`src/rtl/shared_pkg.sv`:
```
// Shared constants for the synchronous FIFO slice.
//
// FIFO_WIDTH_DEF : default data word width in bits
// FIFO_DEPTH_DEF : default number of storage entries (power of two, >= 4)
package shared_pkg;

    localparam int FIFO_WIDTH_DEF = 16;
    localparam int FIFO_DEPTH_DEF = 8;

endpackage : shared_pkg

```
`src/rtl/fifo_mem.sv`:
```
// Register-array storage for sync_fifo: one write port, one registered read port.
//
// Ports:
//   clk      : clock, rising edge
//   rst_n    : asynchronous active-low reset, clears only the read data register
//   we_i     : write enable
//   waddr_i  : write address
//   wdata_i  : write data
//   re_i     : read enable, loads rdata_o from raddr_i
//   raddr_i  : read address
//   rdata_o  : registered read data
module fifo_mem
    import shared_pkg::*;
#(
    parameter int WIDTH = FIFO_WIDTH_DEF,
    parameter int DEPTH = FIFO_DEPTH_DEF,
    localparam int AW   = $clog2(DEPTH)
) (
    input  logic             clk,
    input  logic             rst_n,
    input  logic             we_i,
    input  logic [AW-1:0]    waddr_i,
    input  logic [WIDTH-1:0] wdata_i,
    input  logic             re_i,
    input  logic [AW-1:0]    raddr_i,
    output logic [WIDTH-1:0] rdata_o
);

    logic [WIDTH-1:0] mem_q [DEPTH];
    logic [WIDTH-1:0] rdata_q;

    // The array itself is never reset; stale entries are unreachable
    // because the read pointer only visits addresses written since reset.
    always_ff @(posedge clk) begin
        if (we_i) begin
            mem_q[waddr_i] <= wdata_i;
        end
    end

    // Same-address read/write on one edge cannot occur with an accepted read:
    // the pointers only coincide when empty (no read) or full (no write).
    always_ff @(posedge clk or negedge rst_n) begin
        if (!rst_n) begin
            rdata_q <= '0;
        end else if (re_i) begin
            rdata_q <= mem_q[raddr_i];
        end
    end

    assign rdata_o = rdata_q;

endmodule : fifo_mem

```
`src/rtl/sync_fifo.sv`:
```
// Single-clock FIFO with registered read data, status pulses and occupancy flags.
//
// Ports:
//   clk         : clock, rising edge
//   rst_n       : asynchronous active-low reset
//   data_in     : write data, captured on an accepted write
//   wr_en       : write request
//   rd_en       : read request
//   data_out    : registered read data (1-cycle latency), holds when no read
//   wr_ack      : pulse, previous-cycle write accepted
//   overflow    : pulse, previous-cycle write rejected because full
//   underflow   : pulse, previous-cycle read rejected because empty
//   full        : count == FIFO_DEPTH
//   empty       : count == 0
//   almostfull  : count == FIFO_DEPTH-1
//   almostempty : count == 1
//   count       : current occupancy
module sync_fifo
    import shared_pkg::*;
#(
    parameter int FIFO_WIDTH = FIFO_WIDTH_DEF,
    parameter int FIFO_DEPTH = FIFO_DEPTH_DEF,
    localparam int AW        = $clog2(FIFO_DEPTH),
    localparam int CW        = $clog2(FIFO_DEPTH) + 1
) (
    input  logic                  clk,
    input  logic                  rst_n,
    input  logic [FIFO_WIDTH-1:0] data_in,
    input  logic                  wr_en,
    input  logic                  rd_en,
    output logic [FIFO_WIDTH-1:0] data_out,
    output logic                  wr_ack,
    output logic                  overflow,
    output logic                  underflow,
    output logic                  full,
    output logic                  empty,
    output logic                  almostfull,
    output logic                  almostempty,
    output logic [CW-1:0]         count
);

    if (FIFO_DEPTH < 4 || (FIFO_DEPTH & (FIFO_DEPTH - 1)) != 0) begin : g_bad_depth
        $error("sync_fifo: FIFO_DEPTH must be a power of two and at least 4");
    end

    localparam logic [CW-1:0] DEPTH_C = CW'(FIFO_DEPTH);

    logic [AW-1:0] wr_ptr_q, wr_ptr_d;
    logic [AW-1:0] rd_ptr_q, rd_ptr_d;
    logic [CW-1:0] count_q,  count_d;
    logic          wr_ack_q, overflow_q, underflow_q;
    logic          wr_accept, rd_accept;

    // Flags are purely combinational from the occupancy register.
    assign full        = (count_q == DEPTH_C);
    assign empty       = (count_q == '0);
    assign almostfull  = (count_q == DEPTH_C - CW'(1));
    assign almostempty = (count_q == CW'(1));

    // Acceptance is judged on the current occupancy, so a full FIFO refuses
    // a write even when a read frees a slot on the same edge, and an empty
    // FIFO refuses a read even when a write lands on the same edge.
    assign wr_accept = wr_en && !full;
    assign rd_accept = rd_en && !empty;

    always_comb begin
        wr_ptr_d = wr_ptr_q;
        rd_ptr_d = rd_ptr_q;
        count_d  = count_q;
        // Power-of-two depth: pointers wrap by natural overflow.
        if (wr_accept) begin
            wr_ptr_d = wr_ptr_q + AW'(1);
        end
        if (rd_accept) begin
            rd_ptr_d = rd_ptr_q + AW'(1);
        end
        unique case ({wr_accept, rd_accept})
            2'b10:   count_d = count_q + CW'(1);
            2'b01:   count_d = count_q - CW'(1);
            default: count_d = count_q;
        endcase
    end

    always_ff @(posedge clk or negedge rst_n) begin
        if (!rst_n) begin
            wr_ptr_q    <= '0;
            rd_ptr_q    <= '0;
            count_q     <= '0;
            wr_ack_q    <= 1'b0;
            overflow_q  <= 1'b0;
            underflow_q <= 1'b0;
        end else begin
            wr_ptr_q    <= wr_ptr_d;
            rd_ptr_q    <= rd_ptr_d;
            count_q     <= count_d;
            wr_ack_q    <= wr_accept;
            overflow_q  <= wr_en && full;
            underflow_q <= rd_en && empty;
        end
    end

    fifo_mem #(
        .WIDTH (FIFO_WIDTH),
        .DEPTH (FIFO_DEPTH)
    ) u_mem (
        .clk     (clk),
        .rst_n   (rst_n),
        .we_i    (wr_accept),
        .waddr_i (wr_ptr_q),
        .wdata_i (data_in),
        .re_i    (rd_accept),
        .raddr_i (rd_ptr_q),
        .rdata_o (data_out)
    );

    assign wr_ack    = wr_ack_q;
    assign overflow  = overflow_q;
    assign underflow = underflow_q;
    assign count     = count_q;

endmodule : sync_fifo

```
`config.mk`:
```
export PLATFORM = sky130hd
export DESIGN_NAME = sync_fifo
export DESIGN_NICKNAME = d
export VERILOG_FILES = /design/src/rtl/shared_pkg.sv /design/src/rtl/fifo_mem.sv /design/src/rtl/sync_fifo.sv
export SDC_FILE = /design/constraint.sdc
export NUM_CORES = 1
export LEC_CHECK = 0
export CAP_MARGIN = 20
export CORE_ASPECT_RATIO = 1.1
export CORE_MARGIN = 2
export CORE_UTILIZATION = 50
export DETAILED_ROUTE_END_ITERATION = 6
export PLACE_DENSITY = 0.76
export SYNTH_ARGS = -nofsm -noshare
export SYNTH_HDL_FRONTEND = slang
export SYNTH_SLANG_ARGS = --single-unit
```
`constraint.sdc`:
```
create_clock -name clk -period 7.4 [get_ports clk]
set_input_delay 1.11 -clock clk [delete_from_list [all_inputs] [get_ports clk]]
set_output_delay 1.11 -clock clk [all_outputs]
set_load 0.02 [all_outputs]
```
==> results of run 1 <==
## kinds of logic after synthesis
logic type                 after synthesis  synth area share
AOI/OAI and AO/OA                       66            0.0850
xor gates and xnor gates                 8            0.0111
adders and majority gates                6            0.0119
buffers and inverters                   24            0.0241
DFF                                    157             0.727
muxes                                   67             0.113
and+or+nand+nor                         31            0.0279
## worst paths after layout
check                                                end  slack, ns  cells after the start
max in group asynchronous        rd_ptr_q[0]$_DFFE_PN0P_       5.99                      2
setup reg to reg                    count[3]$_DFFE_PN0P_       4.54                     10
hold / removal             u_mem.rdata_o[12]$_DFFE_PN0P_       0.54                      2
min in group asynchronous               wr_ack$_DFF_PN0_       1.08                      2
hold reg to reg            u_mem.rdata_o[12]$_DFFE_PN0P_       0.54                      2
setup / recovery                                   empty       3.59                      5
## synthesized netlist by cell type, types with 2 or more instances
library cell,instances,share of area
a22o_1,16,0.022
and2_1,2,0.0020
buf_2,7,0.0056
buf_4,2,0.0024
buf_6,6,0.011
clkbuf_1,3,0.0018
dfrtp_1,29,0.12
edfxtp_1,128,0.61
ha_1,6,0.012
inv_1,5,0.0030
mux2_1,11,0.020
mux2_2,23,0.041
mux2i_1,33,0.053
nand2_1,4,0.0024
nand2b_1,4,0.0040
nand3_1,2,0.0016
nand3b_1,3,0.0036
nor2_1,8,0.0048
nor3_1,2,0.0016
nor3b_1,2,0.0024
o21ai_0,17,0.014
o22ai_1,16,0.016
o31ai_2,16,0.032
xnor2_1,6,0.0084
xor2_1,2,0.0028
## critical path, cell delays in order (launching register included)
cell and delay [ns]:
dfrtp_1 0.44, inv_1 0.11, ha_1 0.19, nor3b_2 0.61
buf_4 0.31, clkdlybuf4s50_1 0.62
## area by class of cell
class	count	area, sq um	area share
Sequential cell	157	4570	0.605
Multi-Input combinational cell	178	1590	0.210
Timing Repair Buffer	59	558	0.0738
Clock buffer	25	495	0.0655
Tap cell	154	193	0.0255
Clock inverter	7	135	0.0179
Inverter	6	22.5	0.00298
## layer usage
| metal | routed length (um) | share of wire |
|---|---|---|
| met5 | 0 | 0 |
| met4 | 253 | 0.020 |
| met3 | 520 | 0.041 |
| met2 | 6400 | 0.51 |
| met1 | 5390 | 0.43 |
## registers in the layout (all words and copies together) (netlist names)
name,cells
count,4
overflow,1
rd_ptr_q,3
u_mem.mem_q,128
u_mem.rdata_o,16
underflow,1
wr_ack,1
wr_ptr_q,3
## cells in the final DEF (no fill, tap or decap), types with 5 or more instances in the layout
cell             count
o22ai_1             16
mux2i_1             33
mux2_1              11
mux2_2              23
o31ai_2             16
dfrtp_1             28
ha_1                 6
clkbuf_16           17
edfxtp_1           128
xnor2_1              6
clkdlybuf4s50_1     46
buf_4               13
a22o_1              16
inv_1                5
nor2_1               8
o21ai_0             17
## power groups by stage
stage | Sequential (mW) | Clock, mW | Combinational (mW)
floorplan | 1.30 | 0 | 0.619
global placement | 1.28 | 0 | 0.936
detailed placement | 1.29 | 0 | 0.957
CTS | 1.28 | 0.932 | 0.964
global route | 1.30 | 0.964 | 1.02
finish | 1.28 | 0.922 | 0.956
## metrics by stage
stage          worst slack [ns]  hold slack (ns)  power (mW)   util  std cells
6_report                   3.59            0.537        3.16  0.623        586
4_1_cts                    3.58            0.542        3.18  0.623        586
5_1_grt                    3.47            0.563        3.29  0.623        586
2_1_floorplan              4.61            0.486        1.92      -        359
3_5_place_dp               4.05            0.518        2.25  0.571        554
3_3_place_gp               4.12            0.517        2.22  0.571        554
==> metrics.cfg, run 1 <==
[placement]
gp_congestion = 0.789
placed_cell_area_sq_um = 6930
io_buffers = 46
place_hpwl_um = 7080

[synth]
synth_ff_type = edfxtp_1
syn_area_sq_um = 6290
ys_ff_latch = 157
synth.avg_cell_area_sq_um = 17.5
async_flop_share = 0.185
synth_edf_count = 128
synth.distinct_cells = 31
seq_area_frac_synth = 0.727
syn_inst = 359
synth_fp_nets = 385
yosysWarnings = 0

[sta]
fmax_mhz = 262
rsz0062_at_grt = false
period_share = 0.516
setup_viol = 0
slew_headroom = 0.362
hold_viol_final = 0
setup_tns_ns = 0
layout_min_cycle_time_ns = 3.81
worst_slew_pin_slew_ns = 0.953
skew_ns = 0.00946
drv_slew = 0

[power_and_ir_drop]
power.share.combinational = 0.303
power_density_nw_per_um2 = 417
seq_power_share = 0.405
power_switching_uw = 973
power.leakage_nw = 2.72
ir_drop_uv = 200
p_clk_frac = 0.292
p_int_mw = 2.18
p_sw_frac = 0.308

[cts]
post_cts_buffers = 0
cts.sinks = 157
cts_tree = built
cts_hold_buf = 0
worstSkewPairLatency_ns = 0.43
cts-buffers-inserted = 17
cts_htree_levels = 4
clk_pin_slew_ns = 0.06
cts_root_buf = clkbuf_16
cts_buffer_depth = 2
post_cts_resized = 0

[run]
cap_violations = 0

[floorplanning]
core_area_sq_um = 12100
start_util = 0.518
fp.dieArea_sq_um = 13500
num_rows = 42
die_y_um = 122
pin_count = 47
dieWidth_um = 111

[grt]
use_met3 = 0.0438
overflow = 0
met1_usage = 0.234
global_route.usage.total = 0.193
grt_first_pass_wirelength_um = 18900
antenna_found_initial = 0
grt.met2_usage = 0.332
grt_busiest_layer = met2
grt_pass1_vias = 3458
grt_max_degree = 38

[cells_and_area]
area.growth.synth_to_final_pct = 20.2
fill_cells = 873
num_antenna_cells = 0
drive_above_1_share = 0.204
final_area_sq_um = 7560
finish.net_count = 445

[hold_path]
hold_start = u_mem.rdata_o[12]$_DFFE_PN0P_
hold_path.class = register to register

[detailed_routing]
wl_um = 12600
wl_per_cell_um = 21.4
drt-initial-drc-count = 252
viasPerCell = 5.76
drc_errors = 0
vias = 3374
drtPass1Iterations = 4
ant_nets = 0

[worst_setup_path]
path_max_fanout = 11
endpoint_kind = output pin
critPathLaunchType = register
path_class = register to output pin
crit_arrival_ns = 2.70
timing.rr.start = count[1]$_DFFE_PN0P_
crit_path_start = count[1]$_DFFE_PN0P_
required_ns = 6.29

[outcome]
outcome = finished clean

No activity file was read; power rests on OpenSTA's default activity.
==> run 2: changes to the inputs <==
Settings changed: PLACE_DENSITY 0.76 to 0.79.
Clock period 7.4 ns to 3.1 ns, I/O delays scaled along.
==> run 2 against run 1 <==
  * Total power increased by 140%
  * Clock power up 130%
  * Critical path depth stayed put
  * Sequential cell count is the same
  * Die area unchanged
  * Critical path type unchanged
  * Critical endpoint unchanged
==> metrics.cfg, run 2 (synthesis results as in run 1) <==
[worst_setup_path]
worst-path-buf-inv = 3  ; unchanged
reg2reg_depth = 10  ; unchanged
rr_endpoint = count[3]$_DFFE_PN0P_  ; unchanged
critPathLaunchType = register  ; unchanged
endpoint_kind = output pin  ; unchanged
slowest_delay_ns = 0.66  ; was 0.62 ns
path_max_fanout = 20  ; was 11
cp_top_family = buffers and inverters  ; unchanged
slowest_stage = clkdlybuf4s50_1  ; unchanged
regToRegSetupSlack_ns = 0.60  ; was 4.54 ns
crit_arrival_ns = 2.26  ; was 2.70 ns
crit_chain = inv_1 > ha_1 > nor3b_2 > buf_4 > clkdlybuf4s50_1  ; unchanged
crit_path_start = count[0]$_DFFE_PN0P_  ; was count[1]$_DFFE_PN0P_
critPathCapture = empty  ; unchanged
cp.depth = 5  ; unchanged
path_class = register to output pin  ; unchanged
required_ns = 2.63  ; was 6.29 ns
timing.rr.start = count[0]$_DFFE_PN0P_  ; was count[1]$_DFFE_PN0P_

[cells_and_area]
largest_register_ff_count = 128  ; unchanged
mostFrequentLayoutCell = edfxtp_1  ; unchanged
final_area_sq_um = 7550  ; was 7560 sq um
num_antenna_cells = 0  ; unchanged
area.growth.synth_to_final_pct = 20.1  ; was 20.2%
regMostFlops = u_mem.mem_q  ; unchanged
fill_cells = 805  ; was 873
finish.net_count = 446  ; was 445
layout_common_cells = 128 x edfxtp_1, 46 x clkdlybuf4s50_1, 33 x mux2i_1, 28 x dfrtp_1, 23 x mux2_2  ; unchanged
drive_above_1_share = 0.206  ; was 0.204

[sta]
rsz0062_at_grt = false  ; unchanged
period_share = 0.880
fin_ws_ns = 0.371  ; was 3.59 ns
fmax_mhz = 366
worst_slew_pin_slew_ns = 0.896  ; was 0.953 ns
slew_headroom = 0.403  ; was 0.362
setup_viol = 0  ; unchanged
hold_viol_final = 0  ; unchanged
layout_min_cycle_time_ns = 2.73
skew_ns = 0.0161  ; was 0.00946 ns
drv_slew = 0  ; unchanged
setup_tns_ns = 0  ; unchanged

[cts]
cts-buffers-inserted = 17  ; unchanged
cts_hold_buf = 0  ; unchanged
cts_htree_levels = 4  ; unchanged
post_cts_resized = 0  ; unchanged
post_cts_buffers = 0  ; unchanged
cts_tree = built  ; unchanged
cts_buffer_depth = 2  ; unchanged
clk_pin_slew_ns = 0.06  ; about the same
worstSkewPairLatency_ns = 0.43  ; about the same
cts.sinks = 157  ; unchanged
cts_root_buf = clkbuf_16  ; unchanged

[floorplanning]
pin_count = 47  ; unchanged
fp.dieArea_sq_um = 13500  ; unchanged
dieWidth_um = 111  ; unchanged
core_area_sq_um = 12100  ; unchanged
start_util = 0.518  ; unchanged
die_y_um = 122  ; unchanged
num_rows = 42  ; unchanged

[placement]
place_ws_ns = 0.588  ; was 4.05 ns
place_hpwl_um = 7130  ; was 7080 um
io_buffers = 46  ; unchanged
gp_congestion = 0.751  ; was 0.789
placed_cell_area_sq_um = 6950  ; was 6930 sq um

[detailed_routing]
viasPerCell = 5.73  ; was 5.76
vias = 3358  ; was 3374
drt-initial-drc-count = 303  ; was 252
drtPass1Iterations = 4  ; unchanged
wl_per_cell_um = 21.6  ; was 21.4 um
wl_um = 12700  ; was 12600 um
drc_errors = 0  ; unchanged
ant_nets = 0  ; unchanged

[grt]
grt_max_degree = 50  ; was 38
overflow = 0  ; unchanged
antenna_found_initial = 0  ; unchanged
global_route.usage.total = 0.197  ; was 0.193
grt_pass1_vias = 3528  ; was 3458
grt_first_pass_wirelength_um = 19400  ; was 18900 um

[run]
cap_violations = 0  ; unchanged

[power_and_ir_drop]
power_density_nw_per_um2 = 991  ; was 417 nW/um^2
power.leakage_nw = 2.70  ; was 2.72 nW
ir_drop_uv = 506  ; was 200 uV

[outcome]
outcome = finished clean  ; unchanged

[hold_path]
hold_path.class = primary input to asynchronous set/reset pin  ; was register to register

## run 2: changes by cell type in the layout (fill, tap and decap cells not counted), sizes merged
cell      previous run  this run
clkbuf              25        18
clkinvlp             0         4
clkinv               3         5
buf                 13        14
## run 2: area by class of cell
| class | count | area (sq um) | area share |
|---|---|---|---|
| timing repair buffer | 60 | 578 | 0.0766 |
| sequential | 157 | 4570 | 0.605 |
| clock inverter | 13 | 174 | 0.0230 |
| tap | 154 | 193 | 0.0255 |
| multi-input combinational | 178 | 1580 | 0.210 |
| inverter | 6 | 22.5 | 0.00298 |
| clock buffer | 18 | 429 | 0.0568 |
## run 2: power by group
group          total [mW]  switching, mW  internal [mW]
Combinational        2.35           1.29           1.06
Clock                2.11          0.777           1.33
Sequential           3.02          0.287           2.74
Total                7.48           2.35           5.13
## run 2: worst min path at each step
stage               slack [ns]                    start  depth (start not counted)                       to
floorplan                 0.17                    rst_n                          0     count[0]$_DFFE_PN0P_
global placement          0.50  wr_ptr_q[0]$_DFFE_PN0P_                          1  wr_ptr_q[0]$_DFFE_PN0P_
detailed placement        0.51  wr_ptr_q[0]$_DFFE_PN0P_                          1  wr_ptr_q[0]$_DFFE_PN0P_
CTS                       0.43                    rst_n                          2       overflow$_DFF_PN0_
global route              0.47                    rst_n                          2       overflow$_DFF_PN0_
finish                    0.43                    rst_n                          2       overflow$_DFF_PN0_
## run 2: worst register-to-register path, delay by kind of cell, from the launching register on
| family | cells | cell delay, ns |
|---|---|---|
| compound gates | 1 | 0.16 |
| xor+xnor | 1 | 0.16 |
| fa+ha+maj | 2 | 0.47 |
| buf+inv | 3 | 0.36 |
| flops | 1 | 0.46 |
| simple gates | 3 | 0.81 |
## run 2: per-stage QoR
stage	power (mW)	util	hold WS, ns	instances
after floorplan	4.59	-	0.169	359
after global placement	5.30	0.572	0.503	555
after detailed placement	5.40	0.572	0.512	555
after CTS	7.53	0.622	0.434	586
after global routing	7.79	0.622	0.473	586
final	7.48	0.622	0.425	586
## run 2: per-layer routing
| layer | part of all wire | track usage | vias to the layer above |
|---|---|---|---|
| li1 | - | - | 1529 |
| met5 | 0 | 0 | - |
| met4 | 0.015 | 0.0984 | 0 |
| met1 | 0.39 | 0.226 | 1707 |
| met3 | 0.051 | 0.0458 | 15 |
| met2 | 0.54 | 0.349 | 107 |
==> run 3: changes to the inputs <==
Settings changed: CORE_ASPECT_RATIO 1.1 to 1.2.
==> run 3 against run 2 <==
  * Critical path depth unchanged
  * Clock skew decreased by 0.0052 ns
  * Count of clock-buffer cells in the layout increased by 5
  * Cell count increased by 1.9%
  * Sequential share of layout area increased by 0.21 points
  * Total power decreased by 2.6%
  * Non-clock buffer count increased by 3
  * Core utilization decreased by 0.36 points
  * Hold slack improved by 0.032 ns
  * Clock power decreased by 9%
  * Global-route usage increased by 0.24 points
  * Die area about the same
  * Critical path type unchanged
  * Largest power group unchanged
==> metrics.cfg, run 3 (synthesis results as in run 1) <==
[outcome]
outcome = finished clean  ; unchanged

[sta]
skew_ns = 0.0109  ; was 0.0161 ns
setup_tns_ns = 0  ; unchanged
period_share = 0.860  ; was 0.880
rsz0062_at_grt = false  ; unchanged
drv_slew = 0  ; unchanged
worst_slew_pin_slew_ns = 0.868  ; was 0.896 ns
fin_ws_ns = 0.435  ; was 0.371 ns
setup_viol = 0  ; unchanged
hold_viol_final = 0  ; unchanged
layout_min_cycle_time_ns = 2.66  ; was 2.73 ns
slew_headroom = 0.421  ; was 0.403
fmax_mhz = 375  ; was 366 MHz
hold_ws_ns = 0.457  ; was 0.425 ns

[cts]
clk_pin_slew_ns = 0.06  ; about the same
post_cts_buffers = 0  ; unchanged
cts.sinks = 157  ; unchanged
cts_root_buf = clkbuf_16  ; unchanged
cts_tree = built  ; unchanged
cts_hold_buf = 0  ; unchanged
cts-buffers-inserted = 17  ; unchanged
post_cts_resized = 0  ; unchanged
cts_buffer_depth = 2  ; unchanged
cts_htree_levels = 4  ; unchanged
worstSkewPairLatency_ns = 0.42  ; was 0.43 ns

[floorplanning]
fp.dieArea_sq_um = 13500  ; about the same
die_y_um = 127  ; was 122 um
pin_count = 47  ; unchanged
core_area_sq_um = 12200  ; was 12100 sq um
dieWidth_um = 106  ; was 111 um
num_rows = 44  ; was 42
start_util = 0.517  ; was 0.518

[cells_and_area]
layout_common_cells = 128 x edfxtp_1, 46 x clkdlybuf4s50_1, 33 x mux2i_1, 28 x dfrtp_1, 23 x mux2_2  ; unchanged
mostFrequentLayoutCell = edfxtp_1  ; unchanged
fill_cells = 854  ; was 805
finish.net_count = 449  ; was 446
regMostFlops = u_mem.mem_q  ; unchanged
drive_above_1_share = 0.202  ; was 0.206
area.growth.synth_to_final_pct = 19.6  ; was 20.1%
ff_latch_area_sq_um = 4570  ; unchanged
largest_register_ff_count = 128  ; unchanged
multi_input_area_sq_um = 1580  ; unchanged
num_antenna_cells = 0  ; unchanged

[worst_setup_path]
required_ns = 2.63  ; about the same
critPathLaunchType = register  ; unchanged
crit_arrival_ns = 2.20  ; was 2.26 ns
slowest_stage = clkdlybuf4s50_1  ; unchanged
timing.rr.start = count[0]$_DFFE_PN0P_  ; unchanged
worst-path-buf-inv = 3  ; unchanged
slowest_delay_ns = 0.62  ; was 0.66 ns
crit_chain = inv_1 > ha_1 > nor3b_2 > buf_4 > clkdlybuf4s50_1  ; unchanged
endpoint_kind = output pin  ; unchanged
crit_path_start = count[1]$_DFFE_PN0P_  ; was count[0]$_DFFE_PN0P_
path_max_fanout = 9  ; was 20
path_class = register to output pin  ; unchanged
cp_top_family = buffers and inverters  ; unchanged

[hold_path]
hold_path.class = primary input to asynchronous set/reset pin  ; unchanged

[placement]
place_ws_ns = 0.651  ; was 0.588 ns
io_buffers = 46  ; unchanged
place_hpwl_um = 7180  ; was 7130 um
gp_congestion = 0.736  ; was 0.751

[detailed_routing]
viasPerCell = 5.60  ; was 5.73
ant_nets = 0  ; unchanged
wl_um = 12600  ; was 12700 um
drtPass1Iterations = 4  ; unchanged
wl_per_cell_um = 21.1  ; was 21.6 um
drc_errors = 0  ; unchanged
vias = 3343  ; was 3358
drt-initial-drc-count = 279  ; was 303

[power_and_ir_drop]
power_density_nw_per_um2 = 968  ; was 991 nW/um^2
ir_drop_uv = 550  ; was 506 uV
power.leakage_nw = 2.70  ; about the same

[grt]
grt_max_degree = 67  ; was 50
grt_first_pass_wirelength_um = 19500  ; was 19400 um
antenna_found_initial = 0  ; unchanged
grt_pass1_vias = 3468  ; was 3528
overflow = 0  ; unchanged
global_route.usage.total = 0.199  ; was 0.197

[run]
cap_violations = 0  ; unchanged

-- run 3: cell count changes in the layout (fill, tap and decap cells not counted) --
cell        before  now
clkinvlp_4       4    1
bufinv_16        4    1
buf_4           13   16
clkbuf_8         0    3
clkinv_2         4    3
clkinv_1         1    4
clkbuf_1         1    3
-- run 3: final timing paths --
kind,end,slack [ns],cells after the start
setup / recovery,empty,0.44,5
hold / removal,wr_ptr_q[2]$_DFFE_PN0P_,0.46,2
setup reg to reg,count[3]$_DFFE_PN0P_,0.63,10
hold reg to reg,u_mem.rdata_o[2]$_DFFE_PN0P_,0.53,2
max in group asynchronous,rd_ptr_q[0]$_DFFE_PN0P_,2.32,2
min in group clk,u_mem.rdata_o[2]$_DFFE_PN0P_,0.53,2
-- run 3: cell type report --
type                            instances  share of cell area
Sequential cell                       157               0.608
Multi-Input combinational cell        178               0.210
Timing Repair Buffer                   63              0.0798
Clock buffer                           23              0.0635
Tap cell                              161              0.0268
Clock inverter                          9             0.00898
Inverter                                6             0.00299
-- run 3: report_power, final --
part           internal (mW)  total (mW)  switching, mW
logic                   1.07        2.41           1.33
clock network           1.15        1.91          0.756
registers               2.74        2.97          0.234
-- run 3: per-layer routing --
| metal | vias up | part of all wire | GRT usage |
|---|---|---|---|
| met4 | 0 | 0.012 | 0.0689 |
| li1 | 1530 | - | - |
| met3 | 16 | 0.063 | 0.0673 |
| met2 | 111 | 0.51 | 0.325 |
| met1 | 1686 | 0.42 | 0.249 |
| met5 | - | 0 | 0 |
-- run 3: metrics by stage --
step	power, mW	area [sq um]	utilization	std cells
2_1_floorplan	4.59	6290	-	359
3_3_place_gp	5.32	6980	0.574	565
3_5_place_dp	5.41	6980	0.574	565
4_1_cts	7.33	7520	0.618	597
5_1_grt	7.62	7520	0.618	597
6_report	7.28	7520	0.618	597
==> patch 1: new RTL, settings of run 1 <==
Make the reset (`rst_n`) synchronous in 2 clocked blocks. Comments in the files are not updated.
--- a/src/rtl/fifo_mem.sv
+++ b/src/rtl/fifo_mem.sv
@@ -41,3 +41,3 @@
     // the pointers only coincide when empty (no read) or full (no write).
-    always_ff @(posedge clk or negedge rst_n) begin
+    always_ff @(posedge clk) begin
         if (!rst_n) begin
--- a/src/rtl/sync_fifo.sv
+++ b/src/rtl/sync_fifo.sv
@@ -83,3 +83,3 @@
 
-    always_ff @(posedge clk or negedge rst_n) begin
+    always_ff @(posedge clk) begin
         if (!rst_n) begin
Behaviour: differs if rst_n is asserted again (counterexample within 4 cycles, from zero or initial values and one cycle with rst_n low); with rst_n held inactive, the same outputs for 10 cycles.
==> patch 1 against run 1 <==
Routed wire length fell by 3.6%. Sequential cell count did not move. Count of clock-buffer cells in the layout fell by 4. Area after synthesis fell by 3.0%. Final area fell by 3.9%. First-iteration DRC count fell by 4.8%. Worst setup slack improved by 0.45 ns. Power fell by 24%.
==> patch 1: results (changes against run 1) <==
| Metric | Value |
|---|---|
| Placed Area | `0.00674 mm² (-2.8%)` |
| Nets | `459 (+3.1%)` |
| Skew final | `0.00743 ns (-0.00203 ns)` |
| DR iter-0 viols | `240 (-4.8%)` |
| Max VDD drop | `0.242 mV (+21%)` |
| Crit path max fanout | `7 (-4)` |
| Tot GR Track Use | `19.9% (+0.59 points)` |
| Share of post-route cells with drive strength above 1 | `15.9% (-4.5 points)` |
| P_leak | `2.42 nW (-11%)` |
| Finished Layout Cells | `600 (+2.4%)` |
| Clock latency on the worst-skew pair | `0.41 ns (-0.02 ns)` |
| Register area share after synthesis | `72.5% (-0.16 points)` |
| Post-synthesis async set-or-reset flop share | `0% (-18 points)` |
| First-pass GRT wire length | `18800 µm (-0.69%)` |
| Vias per cell | `5.62 (-2.4%)` |
| Psw | `0.000648 W (-33%)` |
| Total Wirelength | `12100 µm (-3.6%)` |
| CTS H-tree lvls | `4 (unchanged)` |
| Filler cell count | `899 (+3.0%)` |
| Port bufs | `46 (unchanged)` |
| Post-synth cell types | `38 (+23%)` |
| Reg clk slew, reported paths | `0.06 ns (about the same)` |
| Dpl cells | `568 (+2.5%)` |
| Gpl congestion | `0.742 (-5.9%)` |
| Longest Clk Path Bufs | `2 (unchanged)` |
| DP HPWL | `7050 µm (-0.43%)` |
| Vias in the first global route | `3545 (+2.5%)` |
| Status | `finished clean` |
| WP data arrival | `2.26 ns (-0.44 ns)` |
| Largest net degree at the start of global routing | `40 (+5.3%)` |
| Slew headroom | `43.7% (+7.5 points)` |
| Commonest cells in the netlist | `edfxtp_1, mux2i_1, mux2_2` |
| Post-Syn Instances | `375 (+4.5%)` |
| Post-Syn Nets | `401 (+4.2%)` |
| Synth top area cells | `edfxtp_1, dfxtp_1, mux2_2` |
-- patch 1: changes by cell type in the layout (fill, tap and decap cells not counted), sizes merged, moves of 5 or more --
cell / run 1 / this run
dfrtp: 29 / 0
clkinv: 3 / 9
o21ai: 17 / 2
dfxtp: 0 / 29
nand2: 4 / 24
a21boi: 0 / 5
-- patch 1: area by class of cell --
| type | instances | area (µm²) | area share (%) |
|---|---|---|---|
| sequential | 157 | 4430 | 60.9 |
| multi-input combinational | 195 | 1560 | 21.4 |
| timing repair buffer | 57 | 543 | 7.48 |
| clock buffer | 21 | 450 | 6.20 |
| tap | 154 | 193 | 2.65 |
| clock inverter | 11 | 76.3 | 1.05 |
| inverter | 5 | 18.8 | 0.258 |
-- patch 1: power by group through the flow --
stage	sequential, W	clock, W	combinational, W
after detailed placement	0.00110	0	0.000532
after global placement	0.00110	0	0.000524
after global routing	0.00109	0.000831	0.000570
final	0.00109	0.000778	0.000531
after CTS	0.00109	0.000788	0.000537
after floorplan	0.00111	0	0.000372
-- patch 1: metal layers --
| metal | track usage [%] | vias to the layer above | wire (µm) |
|---|---|---|---|
| li1 | - | 1567 | - |
| met1 | 25.9 | 1692 | 5230 |
| met2 | 31.8 | 92 | 6080 |
| met3 | 5.70 | 22 | 598 |
| met4 | 6.96 | 0 | 199 |
| met5 | 0 | - | 0 |
-- patch 1: final timing paths --
check | startpoint | end | slack, ns | cells past startpoint
hold / removal | u_mem.rdata_o[6] | u_mem.rdata_o[6] | 0.45 | 2
setup / recovery | count[0] | empty | 4.03 | 5
hold reg to reg | u_mem.rdata_o[6] | u_mem.rdata_o[6] | 0.45 | 2
setup reg to reg | count[0] | u_mem.mem_q[6][5] | 4.72 | 7
-- patch 1: cell families (layout without fill, tap and decap cells) --
family                   count (synthesis)  in the layout  synth area share, %
multiplexers                            63             63                 10.9
XOR/XNOR                                 6              6                0.861
flip-flops                             157            157                 72.5
adder cells (fa/ha/maj)                  6              6                 1.23
AO/OA/AOI/OAI                           58             58                 7.18
AND/OR/NAND/NOR                         62             62                 5.15
buffers and inverters                   23             94                 2.13
-- patch 1: stage by stage --
step	util, %	hold WS (ns)	power, W	worst slack (ns)
final	60.6	0.453	0.00240	4.03
after global routing	60.6	0.469	0.00250	3.90
after CTS	60.6	0.453	0.00241	4.01
after detailed placement	56.2	0.442	0.00164	4.02
after global placement	56.2	0.434	0.00163	4.09
after floorplan	-	0.470	0.00148	4.35
-- patch 1: worst max-delay path: stages (launching register included) --
cell and delay [ns]:
dfxtp_1 0.38, inv_1 0.09, ha_1 0.18, or3b_1 0.48, inv_1 0.11, clkdlybuf4s50_1 0.60
==> patch 2: new RTL, flow settings as in run 1 <==
Made on the original files. Set the package constant `FIFO_DEPTH_DEF` to 4 (it was 8).
--- a/src/rtl/shared_pkg.sv
+++ b/src/rtl/shared_pkg.sv
@@ -7,3 +7,3 @@
     localparam int FIFO_WIDTH_DEF = 16;
-    localparam int FIFO_DEPTH_DEF = 8;
+    localparam int FIFO_DEPTH_DEF = 4;
 
Interface: changed (resized count); port bits go from 47 to 46. The function was not compared with the original's and may differ.
==> patch 2 against run 1 <==
Power shrank 47%. Synthesized cell count is 52% lower. Combinational power decreased by 40%. Final area down 44%. First-iteration DRC count down 52%. Clock skew increased by 0.0018 ns. Area after synthesis is 44% lower. Die area down 42%. Sequential cell count decreased by 67. Sequential share of layout area grew 0.17 points. Routed wire length is 56% lower. Register-to-register slack gained 0.33 ns. Worst setup slack improved by 0.84 ns. Critical path type unchanged.
==> patch 2: results (changes against run 1) <==
| Metric | Value |
|---|---|
| Status | `finished clean` |
| Reg clk slew, reported paths | `0.09 ns (+0.03 ns)` |
| Share of post-route cells with drive strength above 1 | `17.6% (-2.7 points)` |
| Routed wl met3 | `170 µm (-67%)` |
| Post-synthesis mux area share | `17.0% (+5.6 points)` |
| Register area share after synthesis | `72.6% (about the same)` |
| Port bufs | `45 (-2.2%)` |
| Post-synth cell types | `26 (-16%)` |
| R2R depth | `8 (-2)` |
| P_leak | `1.58 nW (-42%)` |
| Flop-to-flop setup slack | `4.87 ns (+0.33 ns)` |
| Compound-cell area share of the yosys netlist | `0.989% (-7.5 points)` |
| Psw | `0.000517 W (-47%)` |
| Root Buffer | `clkbuf_8` |
| Num CTS Buffers | `9 (-8)` |
| Commonest cells in the netlist | `edfxtp_1, dfrtp_1, ha_1` |
| Reg-to-Reg End | `count[2]` |
| Power Sequential | `0.000789 W (-38%)` |
| Clock latency on the worst-skew pair | `0.35 ns (-0.08 ns)` |
| Skew final | `0.0113 ns (+0.00182 ns)` |
| CTS H-tree lvls | `3 (-1)` |
| Post-Syn Nets | `201 (-48%)` |
| Setup Slack @ Placement | `4.09 ns (+0.0365 ns)` |
| Post-Syn Instances | `171 (-52%)` |
| Largest net degree at the start of global routing | `27 (-29%)` |
| GR Util met1 | `18.1% (-5.3 points)` |
| Routed wire per std cell | `17.7 µm (-17%)` |
| Dpl cells | `296 (-47%)` |
| Vias in the first global route | `1675 (-52%)` |
| DP HPWL | `3590 µm (-49%)` |
patch 2: cell count changes in the layout (fill, tap and decap cells not counted), sizes merged, moves of 7 or more:
| cell | delta |
|---|---|
| mux4 | +16 |
| clkbuf | -16 |
| o31ai | -16 |
| buf | -12 |
| o22ai | -15 |
| mux2 | -18 |
| a22o | -16 |
| o21ai | -15 |
| nor2 | -7 |
| edfxtp | -64 |
| mux2i | -33 |
patch 2: worst max path at each step:
stage	from	slack, ns	cells past startpoint	end
floorplan	wr_en	5.03	2	u_mem.mem_q[0][0]
global placement	rd_en	4.19	5	count[2]
detailed placement	wr_en	4.09	3	u_mem.mem_q[1][14]
CTS	count[0]	4.39	5	empty
global route	count[0]	4.32	5	empty
finish	count[0]	4.43	5	empty
patch 2: area by class of cell:
type                    count  area share [%]
clock buffers               9            2.92
clock inverters             7            1.62
inverters                   8           0.708
multi-input cells          67            20.8
flip-flops and latches     90            60.6
well taps                  85            2.51
repair buffers             46            10.8
